`src/rtl/data_bus_ctrl_pkg.sv`:
```
// Shared types and constants for the lane data-bus OS scheduler.
package data_bus_ctrl_pkg;

  typedef enum logic [1:0] {
    ST_IDLE      = 2'd0,
    ST_WAIT_SENT = 2'd1,
    ST_DATA      = 2'd2
  } sched_state_t;

  localparam logic [3:0] D_SEL_IDLE  = 4'h0;
  localparam logic [3:0] D_SEL_DATA  = 4'hF;
  localparam logic [3:0] OS_CODE_MIN = 4'h1;
  localparam logic [3:0] OS_CODE_MAX = 4'hE;

  function automatic logic os_code_legal(input logic [3:0] code);
    return (code >= OS_CODE_MIN) && (code <= OS_CODE_MAX);
  endfunction

endpackage

```
`src/rtl/rr_arbiter.sv`:
```
// Combinational round-robin picker: first set request at or after i_ptr wins.
module rr_arbiter #(
  parameter int N_REQ = 3
) (
  input  logic [N_REQ-1:0]         i_req,
  input  logic [$clog2(N_REQ)-1:0] i_ptr,
  output logic [N_REQ-1:0]         o_grant,
  output logic [$clog2(N_REQ)-1:0] o_idx,
  output logic                     o_any
);
  localparam int IW = $clog2(N_REQ);

  logic [IW-1:0] w_j;

  always_comb begin
    o_grant = '0;
    o_idx   = '0;
    o_any   = 1'b0;
    w_j     = '0;
    for (int unsigned i = 0; i < N_REQ; i++) begin
      w_j = IW'((32'(i_ptr) + i) % N_REQ);
      if (!o_any && i_req[w_j]) begin
        o_any        = 1'b1;
        o_idx        = w_j;
        o_grant[w_j] = 1'b1;
      end
    end
  end

endmodule

```
`src/rtl/data_bus_os_scheduler.sv`:
```
// Data-bus sequencer: arbitrates OS transmit requests, else enters transport-data mode.
// Optional OS-sent timeout enabled by defining DATA_BUS_OS_TIMEOUT_EN.
module data_bus_os_scheduler
  import data_bus_ctrl_pkg::*;
#(
  parameter int N_REQ       = 3,
  parameter int TIMEOUT_CYC = 1024
) (
  input  logic               fsm_clk,
  input  logic               rst,
  input  logic [N_REQ-1:0]   req,
  input  logic [4*N_REQ-1:0] req_os,
  input  logic               data_mode_req,
  input  logic               os_sent,
  output logic [3:0]         d_sel,
  output logic               data_os,
  output logic [N_REQ-1:0]   done,
  output logic               bad_req,
  output logic               busy,
  output logic               timeout_err
);
  localparam int IW = $clog2(N_REQ);

  if (N_REQ < 2 || N_REQ > 8 || TIMEOUT_CYC < 2) begin : g_bad_params
    $error("data_bus_os_scheduler: N_REQ must be 2..8 and TIMEOUT_CYC >= 2");
  end

  sched_state_t     r_state;
  logic [IW-1:0]    r_rr_ptr;
  logic [IW-1:0]    r_next_ptr;
  logic [N_REQ-1:0] r_cur_grant;
  logic [3:0]       r_d_sel;
  logic             r_data_os;
  logic [N_REQ-1:0] r_done;
  logic             r_bad;
  logic             r_busy;
  logic             r_tmo;

  logic [N_REQ-1:0] w_req_eff;
  logic [N_REQ-1:0] w_grant;
  logic [IW-1:0]    w_idx;
  logic [IW-1:0]    w_next_ptr;
  logic             w_any;
  logic [3:0]       w_win_os;
  logic             w_tmo_hit;

  // A requester sees done one cycle late; mask it so it is not re-granted.
  assign w_req_eff = req & ~r_done;

  rr_arbiter #(.N_REQ(N_REQ)) u_arb (
    .i_req   (w_req_eff),
    .i_ptr   (r_rr_ptr),
    .o_grant (w_grant),
    .o_idx   (w_idx),
    .o_any   (w_any)
  );

  always_comb begin
    w_win_os = D_SEL_IDLE;
    for (int unsigned i = 0; i < N_REQ; i++) begin
      if (w_grant[i]) w_win_os = req_os[4*i +: 4];
    end
  end

  assign w_next_ptr = (w_idx == IW'(N_REQ - 1)) ? '0 : w_idx + 1'b1;

`ifdef DATA_BUS_OS_TIMEOUT_EN
  localparam int            CW       = $clog2(TIMEOUT_CYC);
  localparam logic [CW-1:0] TMO_LAST = CW'(TIMEOUT_CYC - 1);
  logic [CW-1:0] r_cnt;

  assign w_tmo_hit = (r_cnt == TMO_LAST) && !os_sent;
`else
  assign w_tmo_hit = 1'b0;
`endif

  always_ff @(posedge fsm_clk or negedge rst) begin
    if (!rst) begin
      r_state     <= ST_IDLE;
      r_rr_ptr    <= '0;
      r_next_ptr  <= '0;
      r_cur_grant <= '0;
      r_d_sel     <= D_SEL_IDLE;
      r_data_os   <= 1'b0;
      r_done      <= '0;
      r_bad       <= 1'b0;
      r_busy      <= 1'b0;
      r_tmo       <= 1'b0;
`ifdef DATA_BUS_OS_TIMEOUT_EN
      r_cnt       <= '0;
`endif
    end else begin
      r_done <= '0;
      r_bad  <= 1'b0;
      r_tmo  <= 1'b0;
      case (r_state)
        ST_IDLE: begin
          if (w_any) begin
            if (os_code_legal(w_win_os)) begin
              r_d_sel     <= w_win_os;
              r_cur_grant <= w_grant;
              r_next_ptr  <= w_next_ptr;
              r_busy      <= 1'b1;
              r_state     <= ST_WAIT_SENT;
`ifdef DATA_BUS_OS_TIMEOUT_EN
              r_cnt       <= '0;
`endif
            end else begin
              r_done   <= w_grant;
              r_bad    <= 1'b1;
              r_rr_ptr <= w_next_ptr;
            end
          end else if (data_mode_req) begin
            r_d_sel   <= D_SEL_DATA;
            r_data_os <= 1'b1;
            r_busy    <= 1'b1;
            r_state   <= ST_DATA;
          end
        end
        ST_WAIT_SENT: begin
          if (os_sent || w_tmo_hit) begin
            r_done   <= r_cur_grant;
            r_tmo    <= w_tmo_hit;
            r_d_sel  <= D_SEL_IDLE;
            r_busy   <= 1'b0;
            r_rr_ptr <= r_next_ptr;
            r_state  <= ST_IDLE;
          end
`ifdef DATA_BUS_OS_TIMEOUT_EN
          else begin
            r_cnt <= r_cnt + 1'b1;
          end
`endif
        end
        ST_DATA: begin
          if (!data_mode_req || (|req)) begin
            r_d_sel   <= D_SEL_IDLE;
            r_data_os <= 1'b0;
            r_busy    <= 1'b0;
            r_state   <= ST_IDLE;
          end
        end
        default: begin
          r_d_sel   <= D_SEL_IDLE;
          r_data_os <= 1'b0;
          r_busy    <= 1'b0;
          r_state   <= ST_IDLE;
        end
      endcase
    end
  end

  assign d_sel       = r_d_sel;
  assign data_os     = r_data_os;
  assign done        = r_done;
  assign bad_req     = r_bad;
  assign busy        = r_busy;
  assign timeout_err = r_tmo;

endmodule
```
`config.mk`:
```
export PLATFORM = sky130hd
export DESIGN_NAME = data_bus_os_scheduler
export DESIGN_NICKNAME = d
export VERILOG_FILES = /design/src/rtl/data_bus_ctrl_pkg.sv /design/src/rtl/rr_arbiter.sv /design/src/rtl/data_bus_os_scheduler.sv
export SDC_FILE = /design/constraint.sdc
export NUM_CORES = 1
export LEC_CHECK = 0
export ABC_AREA = 1
export CORE_MARGIN = 1
export CORE_UTILIZATION = 55
export CTS_BUF_LIST = sky130_fd_sc_hd__clkbuf_4 sky130_fd_sc_hd__clkbuf_8
export DETAILED_ROUTE_END_ITERATION = 7
export PLACE_DENSITY = 0.95
export SKIP_CTS_REPAIR_TIMING = 1
export SYNTH_ARGS = -nofsm -noshare
export SYNTH_HDL_FRONTEND = slang
export SYNTH_SLANG_ARGS = --single-unit
```
`constraint.sdc`:
```
create_clock -name fsm_clk -period 5.69 [get_ports fsm_clk]
set_clock_uncertainty 0.15 [all_clocks]
set_input_delay 1.707 -clock fsm_clk [delete_from_list [all_inputs] [get_ports fsm_clk]]
set_output_delay 1.707 -clock fsm_clk [all_outputs]
set_load 0.05 [all_outputs]
```
==> flow_summary.toml <==
[clock_network]
clkTransAtPathRegs_ns = 0.11
numCtsBuffers = 3
ctsHtreeMaxLevel = 1
clockRootBuffer = "clkbuf_4"
clock_path_buffers = 2
cts_sinks = 19
cts_tree = "yes"
insertion_delay_ns = 0.30

[critical_path]
crit_path_max_incr_delay_ns = 0.51
cp_slowest_cell = "clkdlybuf4s50_1"
critPathLaunchType = "primary input"
cp_num_buf_inv = 3
cp.arrival_ns = 3.95
crit_top_cell = "nand2_1"
r2r_slack_ns = 2.84
crit_family = "simple AND/OR/NAND/NOR gates"
crit_type = "in2reg"
end_kind = "flop"
critPathRequiredTime_ns = 5.75
path_cells = "clkdlybuf4s50_1, inv_2, nor2_2, nand3_2, nand3_1, nand2_1, inv_2, nand2_2, nand2_2, nand3_1, a21oi_2, nand2_1, nand2_4, nand2_4, nand2_4, nand2_1, nand2_1, nand2_1"
cp_max_fo = 14

[route]
totalWireLength_microns = 3230
via_count = 1419
ant_nets = 0
viasPerCell = 5.38
first_pass_iters = 4
wl_per_cell_microns = 12.2
drc_errors = 0
drt_iter0_markers = 32

[global_routing]
grt_use_met1 = 0.304
grt_pass1_vias = 1299
use_met3 = 0.0519
grt_pass1_wl_microns = 5350
grt_max_degree = 20
antenna_found_initial = 0
overflow = 0
grt_use_total = 0.247
grt_most_used_layer = "met2"
met2_usage = 0.416

[synthesis]
synthAdderAreaFrac = 0.0323
synth_top_family_by_area = "simple AND/OR/NAND/NOR gates"
ys_seq_area_frac = 0.307
synth-compound-area-share = 0.109
synth.distinct_cells = 30
ys_ff_latch = 19
avgSynthCellArea_sq_um = 7.60
synthXorXnorAreaFrac = 0
syn_area_sq_um = 1550
synth_nets = 227
ys_warn_count = 0
synthCells = 204
synthSimpleGateAreaFrac = 0.450
muxShareOfSynthArea = 0

[placed_design]
place_hpwl_microns = 2590
dpl_cell_area_sq_um = 1840
place_congestion = 0.862
dp_slack_ns = 1.47
portBuffers = 28

[sta]
layout_min_cycle_time_ns = 3.89
worst_slew_margin_rel = 0.445
setup-tns-final_ns = 0
period_share = 0.684
fmax_ghz = 0.257
setup_ws_ns = 1.80
finalHoldViolations = 0
finalSetupViolations = 0
rsz0062_at_grt = "false"
slew_violations = 0
worst_pin_slew_ns = 0.829

[finish]
fill_cells = 211
multi_input_area_sq_um = 920
nNetsFinal = 258
drive_gt1_frac = 0.244
seq_area_sq_um = 475
diodes = 0
area_growth_pct = 20.5
fin_area_sq_um = 1870

[floorplan]
core_sq_um = 2570
start_util = 0.604
die_area_sq_um = 3030
row_count = 18
ioPinCount = 30
fp.dieW_microns = 55.1
die_h_microns = 55.1

[run]
maxCapViolations = 0

[outcome]
status = "finished clean"

[hold_path]
min_path_type = "reg2reg"
[layout by cell type (no fill, tap or decap), drive strengths merged, types with 4 or more instances in the layout]
cell type / count
nand2: 74
ha: 4
clkdlybuf4s50: 28
a21oi: 6
dfrtp: 19
nand3: 29
inv: 33
o21ai: 16
nor2: 9
[synthesized netlist by cell type (all sizes together)]
| cell | n | area [sq um] |
|---|---|---|
| nand2 | 74 | 373 |
| inv | 33 | 124 |
| nand3 | 29 | 198 |
| dfrtp | 19 | 475 |
| o21ai | 16 | 98.8 |
| nor2 | 9 | 72.6 |
| a21oi | 6 | 52.6 |
| ha | 4 | 50.1 |
| nor3 | 3 | 20.0 |
| buf | 2 | 27.5 |
| nand3b | 2 | 15.0 |
| nand4 | 2 | 12.5 |
| clkinv | 1 | 3.75 |
| conb | 1 | 3.75 |
| o2111ai | 1 | 8.76 |
| o311ai | 1 | 8.76 |
| or2 | 1 | 6.26 |
[area by class of cell]
class / count / share of cell area
Clock buffer: 3 / 0.0121
Inverter: 34 / 0.0683
Tap cell: 30 / 0.0201
Sequential cell: 19 / 0.255
Clock inverter: 1 / 0.00268
Timing Repair Buffer: 28 / 0.150
Multi-Input combinational cell: 149 / 0.492
[layer usage]
layer  wire length [microns]  vias up  share of wire
met1                    1460      655           0.45
li1                        -      713              -
met5                       0        -              0
met2                    1570       44           0.49
met4                      55        0          0.017
met3                     137        7          0.042
[metrics by stage]
step / instances / hold WS (ns) / utilization
after global routing: 264 / 0.372 / 0.728
final: 264 / 0.334 / 0.728
after detailed placement: 260 / 0.316 / 0.717
after CTS: 264 / 0.340 / 0.728
after floorplan: 204 / 0.305 / -
after global placement: 260 / 0.305 / 0.717
[worst reg2reg max path, cell delays in order (launching register included)]
cell and delay, ns:
dfrtp_1 0.42, inv_1 0.08, ha_1 0.36, inv_1 0.26
nand3_1 0.14, nand2_2 0.12, nand3_4 0.12, nand2_4 0.11
nand2_2 0.11, nand3_1 0.15, nand2_1 0.08, nand2_2 0.07
nand2_2 0.07, nand2_4 0.09, nand2_4 0.05, nand2_4 0.15
nand2_1 0.10, nand2_1 0.08, nand2_1 0.04
[kinds of logic after synthesis]
logic type,Yosys count
adders and majority gates,4
buffers and inverters,36
other,1
and+or+nand+nor,120
DFF,19
AOI/OAI and AO/OA,24
[path summary, 6_finish.rpt]
| kind | to | depth (start not counted) | start |
|---|---|---|---|
| worst max-delay path | r_rr_ptr[0]$_DFFE_PN0P_ | 18 | req[2] |
| worst min-delay path | d_sel[1]$_DFFE_PN0P_ | 2 | d_sel[1]$_DFFE_PN0P_ |
| worst max register to register | r_rr_ptr[0]$_DFFE_PN0P_ | 18 | r_rr_ptr[0]$_DFFE_PN0P_ |
| worst min register to register | d_sel[1]$_DFFE_PN0P_ | 2 | d_sel[1]$_DFFE_PN0P_ |
| max in group asynchronous | busy$_DFFE_PN0P_ | 1 | rst |
| min in group asynchronous | data_os$_DFFE_PN0P_ | 1 | rst |
[flip-flops by register name, summed over array words and instances, names as in the netlist]
| register | cells |
|---|---|
| bad_req | 1 |
| busy | 1 |
| d_sel | 4 |
| data_os | 1 |
| done | 3 |
| r_cur_grant | 3 |
| r_next_ptr | 2 |
| r_rr_ptr | 2 |
| r_state | 2 |
Power is left out: the tool's default activity adds up to more than one toggle a clock period on the data nets, which glitch-free logic cannot reach.
